$ cat src/rtl/ccm_ctr_xor_buf.sv
// ccm_ctr_xor_buf: payload buffer for the CCM counter-mode keystream path.
// Each accepted payload block raises one keystream request and waits in an
// in-order FIFO; when its keystream word returns the block is XORed with it,
// trailing bytes beyond the block length are zeroed, and the result is
// presented for one cycle.
module ccm_ctr_xor_buf #(
    parameter int FIFO_DEPTH = 4,
    parameter int CNT_W      = 3
) (
    input  logic         clk,
    input  logic         reset,
    input  logic [127:0] data_in,
    input  logic [4:0]   data_in_len,
    input  logic         data_in_en,
    output logic         data_in_rdy,
    output logic         input_en_buf,
    input  logic [127:0] encrypt_data,
    input  logic         encrypt_en,
    output logic [127:0] data_out,
    output logic [4:0]   data_out_len,
    output logic         data_out_en,
    output logic         err_underflow
);

    localparam int                PTR_W   = $clog2(FIFO_DEPTH);
    localparam logic [CNT_W-1:0]  DEPTH_C = CNT_W'(FIFO_DEPTH);
    localparam logic [CNT_W-1:0]  CNT_ONE = CNT_W'(1);
    localparam logic [PTR_W-1:0]  PTR_ONE = PTR_W'(1);

    // Lengths of 0 or above 16 mean a full 16-byte block.
    function automatic logic [4:0] norm_len(input logic [4:0] len);
        logic [4:0] r;
        r = len;
        if ((len == 5'd0) || (len > 5'd16)) begin
            r = 5'd16;
        end
        return r;
    endfunction

    // Keep byte i (byte 0 in the top bits) only when i < len.
    function automatic logic [127:0] byte_mask(input logic [4:0] len);
        logic [127:0] m;
        m = '0;
        for (int i = 0; i < 16; i++) begin
            if (5'(i) < len) begin
                m[127-8*i -: 8] = 8'hff;
            end
        end
        return m;
    endfunction

    logic [127:0]     data_mem_q [FIFO_DEPTH];
    logic [4:0]       len_mem_q  [FIFO_DEPTH];

    logic [PTR_W-1:0] wr_ptr_q, wr_ptr_d;
    logic [PTR_W-1:0] rd_ptr_q, rd_ptr_d;
    logic [CNT_W-1:0] cnt_q, cnt_d;
    logic             req_q;
    logic             out_en_q;
    logic             err_q, err_d;
    logic [127:0]     out_data_q, out_data_d;
    logic [4:0]       out_len_q;

    logic             accept;
    logic             pop;
    logic [127:0]     head_data;
    logic [4:0]       head_len;

    // Occupancy equals outstanding keystream requests, so a pop always
    // pairs the FIFO head with the keystream word arriving now.
    assign data_in_rdy = (cnt_q < DEPTH_C);
    assign accept      = data_in_en & data_in_rdy;
    assign pop         = encrypt_en & (cnt_q != '0);
    assign head_data   = data_mem_q[rd_ptr_q];
    assign head_len    = len_mem_q[rd_ptr_q];

    // Next-state for pointers, occupancy, sticky underflow and output word.
    always_comb begin
        wr_ptr_d   = wr_ptr_q;
        rd_ptr_d   = rd_ptr_q;
        cnt_d      = cnt_q;
        err_d      = err_q;
        out_data_d = (head_data ^ encrypt_data) & byte_mask(head_len);
        if (accept) begin
            wr_ptr_d = wr_ptr_q + PTR_ONE;
        end
        if (pop) begin
            rd_ptr_d = rd_ptr_q + PTR_ONE;
        end
        case ({accept, pop})
            2'b10:   cnt_d = cnt_q + CNT_ONE;
            2'b01:   cnt_d = cnt_q - CNT_ONE;
            default: cnt_d = cnt_q;
        endcase
        if (encrypt_en && (cnt_q == '0)) begin
            err_d = 1'b1;
        end
    end

    // Control state: FIFO pointers, occupancy, request/valid pulses, error flag.
    always_ff @(posedge clk or negedge reset) begin
        if (!reset) begin
            wr_ptr_q <= '0;
            rd_ptr_q <= '0;
            cnt_q    <= '0;
            req_q    <= 1'b0;
            out_en_q <= 1'b0;
            err_q    <= 1'b0;
        end else begin
            wr_ptr_q <= wr_ptr_d;
            rd_ptr_q <= rd_ptr_d;
            cnt_q    <= cnt_d;
            req_q    <= accept;
            out_en_q <= pop;
            err_q    <= err_d;
        end
    end

    // Output word and length, updated only on a pop and held otherwise.
    always_ff @(posedge clk or negedge reset) begin
        if (!reset) begin
            out_data_q <= '0;
            out_len_q  <= '0;
        end else if (pop) begin
            out_data_q <= out_data_d;
            out_len_q  <= head_len;
        end
    end

    // Payload storage; contents are only meaningful below the occupancy count.
    always_ff @(posedge clk) begin
        if (accept) begin
            data_mem_q[wr_ptr_q] <= data_in;
            len_mem_q[wr_ptr_q]  <= norm_len(data_in_len);
        end
    end

    assign input_en_buf  = req_q;
    assign data_out      = out_data_q;
    assign data_out_len  = out_len_q;
    assign data_out_en   = out_en_q;
    assign err_underflow = err_q;

endmodule
$ cat config.mk
export PLATFORM = sky130hd
export DESIGN_NAME = ccm_ctr_xor_buf
export DESIGN_NICKNAME = d
export VERILOG_FILES = /design/src/rtl/ccm_ctr_xor_buf.sv
export SDC_FILE = /design/constraint.sdc
export NUM_CORES = 1
export LEC_CHECK = 0
export ABC_AREA = 1
export BUFFER_PORTS_ARGS = -buffer_cell sky130_fd_sc_hd__buf_4
export CAP_MARGIN = 20
export CORE_MARGIN = 1
export CORE_UTILIZATION = 40
export CTS_CLUSTER_SIZE = 14
export DETAILED_ROUTE_END_ITERATION = 6
export GPL_TIMING_DRIVEN = 0
export HOLD_SLACK_MARGIN = 0.02
export PLACE_DENSITY = 0.61
export SLEW_MARGIN = 20
export SYNTH_ARGS = -nofsm -noshare
export SYNTH_HDL_FRONTEND = slang
export SYNTH_SLANG_ARGS = --single-unit
$ cat constraint.sdc
create_clock -name clk -period 7.7 [get_ports clk]
set_input_delay 0.77 -clock clk [delete_from_list [all_inputs] [get_ports clk]]
set_output_delay 0.77 -clock clk [all_outputs]
set_load 0.01 [all_outputs]
==> metrics <==
die extent in y 266 um; CP required 8.17 ns; Clock Latency Late Sink 0.60 ns; P_sw 5.18 mW; Synthesized Nets 2,829; H-tree depth 3; Mapped Area 27,900 um2; post-detail-place hpwl 58.0 mm; Pre-antenna DRT Iters 5; most common cell after layout, fill and taps aside nand2_1; post-layout util 51.2%; GPL Wtd Cong 0.804; Logic pwr share 38.6%; Top Ports 402; Setup Skew 0.0152 ns; layout cells sized above 1 21.8%; CTS clk-pin slew, worst paths 0.06 ns; first-pass GRT wire length 121 mm; crit path kind flop to flop; Synth cell types 34; endpoints failing hold 0; via count 20,279; Design Area, Final 35,200 um2; total negative slack 0 ns; vias per cell 5.00; Switching Fraction 37.8%; internal power 8.54 mW; synth warn 0; Mean Syn Cell Area 10.9 um2; vias in the first global route 19,993; Seq/Total Area, Yosys 70.0%; hold_buf cts 0; Slowest-stage cell, CP buf_2; startpoint types flop; CTS tree built; minimum clock period 2.74 ns; status finished clean; aggregate global-route resource usage 23.1%; RSZ-0062 raised after global routing false; DRT Wirelength 82.7 mm; Worst Setup End Kind flop; overall die width 266 um; hold slack 0.122 ns; leakage power 15.1 nW; Worst Max-Slew Pin Slew 0.922 ns; most frequent CP cell inv_1; crit-path max FO 11; slowest stage delay, CP 0.41 ns; Final Max Slew Viols 0; DP Area 32,900 um2; HP Class input port to asynchronous set/reset pin; largest net degree at the start of global routing 80; crit share post-route 35.5%; grt ovf 0; clock buffer depth 3; port bufs 401; clock sinks 675; Fill cells 6,036; Syn-to-layout area delta 26.1%; PwrDens 389 nW/um2; wire per inst 20.4 um; Clk network pwr share 25.1%; total CTS buffers 74; initial antenna violation count 11; Rows 96; CP Cell Sequence inv_1, nand3_1, nand2_2, inv_2, buf_2, ha_1, inv_1, fa_1, a21oi_1, o21ai_0, xor2_1; die area 70,900 um2; fin nets 3,337; Final Setup Violations 0; Initial Utilization 40.6%; critical path arrival 3.21 ns; setup repair bufs after CTS 0; core area 68,800 um2; Highest Clock Rate 366 MHz; Cells after Synth 2,557; CTS Root Cell clkbuf_16; Initial DRC Count 1,415; ANT nets after route 0; commonest non-fill, non-tap cells in the layout 1,016 x nand2_1, 532 x edfxtp_1, 406 x buf_4; Sequential Power Share 36.3%; Worst VDD drop 196 uV; cts repair resizes 0; Rel. slew slack 38.5%; MaxCap Viol Count 0; synthesis-stage register bit count 675; Remaining DRCs 0
## worst max-delay path: cells and delay by family, from the launching register on
family | cells | cell delay (ns)
buf+inv | 4 | 0.87
simple gates | 2 | 0.30
xor+xnor | 1 | 0.16
flops | 1 | 0.37
compound gates | 2 | 0.29
fa+ha+maj | 2 | 0.62
## cells in the mapped netlist (all sizes together)
cell | number | area share [%]
nand3b | 3 | 0.081
xnor2 | 4 | 0.13
o211ai | 3 | 0.081
dfrtp | 143 | 13
nor2 | 102 | 1.5
nand2 | 1031 | 14
inv | 109 | 1.5
nand3 | 372 | 6.8
a21o | 4 | 0.11
clkbuf | 16 | 0.21
ha | 6 | 0.27
xor2 | 34 | 1.1
o21bai | 1 | 0.027
buf | 97 | 2.1
a21oi | 38 | 0.68
o21ai | 56 | 1.2
fa | 1 | 0.072
nand4 | 5 | 0.11
edfxtp | 532 | 57
## cells by family (layout without fill, tap and decap cells)
| logic type | after synthesis | in the layout | share of synthesized area [%] |
|---|---|---|---|
| and+or+nand+nor | 1513 | 1513 | 22.6 |
| DFF | 675 | 675 | 70.0 |
| buffers and inverters | 222 | 789 | 3.85 |
| AOI/OAI and AO/OA | 102 | 102 | 2.05 |
| xor gates and xnor gates | 38 | 38 | 1.19 |
| adders and majority gates | 7 | 7 | 0.340 |
| other | 0 | 4 | 0 |
## metrics by stage
step                std cells  setup slack, ns  total power, mW
floorplan                2557            0.609             8.15
global placement         3889            -4.80             10.3
detailed placement       3920             4.64             10.4
CTS                      4055             4.92             13.9
global route             4057             4.79             14.5
finish                   4059             4.96             13.7
## worst paths after layout
kind	to	slack [ns]	startpoint	cells after the start
worst max-delay path	cnt_q[2]	4.96	cnt_q[0]	11
max in group asynchronous	data_out[110]	6.70	reset	2
min in group clk	data_mem_q[1][77]	0.37	data_in[77]	1
worst min register to register	data_out[62]	0.48	data_out[62]	2
worst min-delay path	data_out[6]	0.12	reset	1
worst max register to register	cnt_q[2]	4.96	cnt_q[0]	11
## per-layer routing
layer | global-route usage [%] | wire, um | part of all wire, % | vias up
met2 | 39.9 | 41400 | 50 | 631
met1 | 28.8 | 33500 | 40 | 9906
li1 | - | - | - | 9619
met5 | 0 | 96 | 0.12 | -
met4 | 6.52 | 1750 | 2.1 | 14
met3 | 5.31 | 5980 | 7.2 | 109
## power by group through the flow
stage	Combinational, mW	Clock, mW	Sequential (mW)
after floorplan	2.91	0	5.24
after global placement	5.05	0	5.22
after detailed placement	5.34	0	5.05
after CTS	5.36	3.51	4.98
after global routing	5.82	3.66	5.04
final	5.29	3.45	4.99
## layout make-up
cell class / count / area [um2] / area share [%]
Tap cell: 931 / 1160 / 3.30
Timing Repair Buffer: 432 / 3750 / 10.6
Clock inverter: 30 / 280 / 0.795
Sequential cell: 675 / 19600 / 55.5
Inverter: 109 / 417 / 1.18
Buffer: 113 / 658 / 1.87
Clock buffer: 105 / 2070 / 5.87
Antenna cell: 4 / 10.0 / 0.0284
Multi-Input combinational cell: 1660 / 7350 / 20.8
## registers in the layout, summed over array words and instances, names as in the netlist
register,count
wr_ptr_q,2
data_out,128
data_mem_q,512
rd_ptr_q,2
data_out_len,5
cnt_q,3
err_underflow,1
data_out_en,1
len_mem_q,20
input_en_buf,1
No activity file was read; power rests on OpenSTA's default activity.
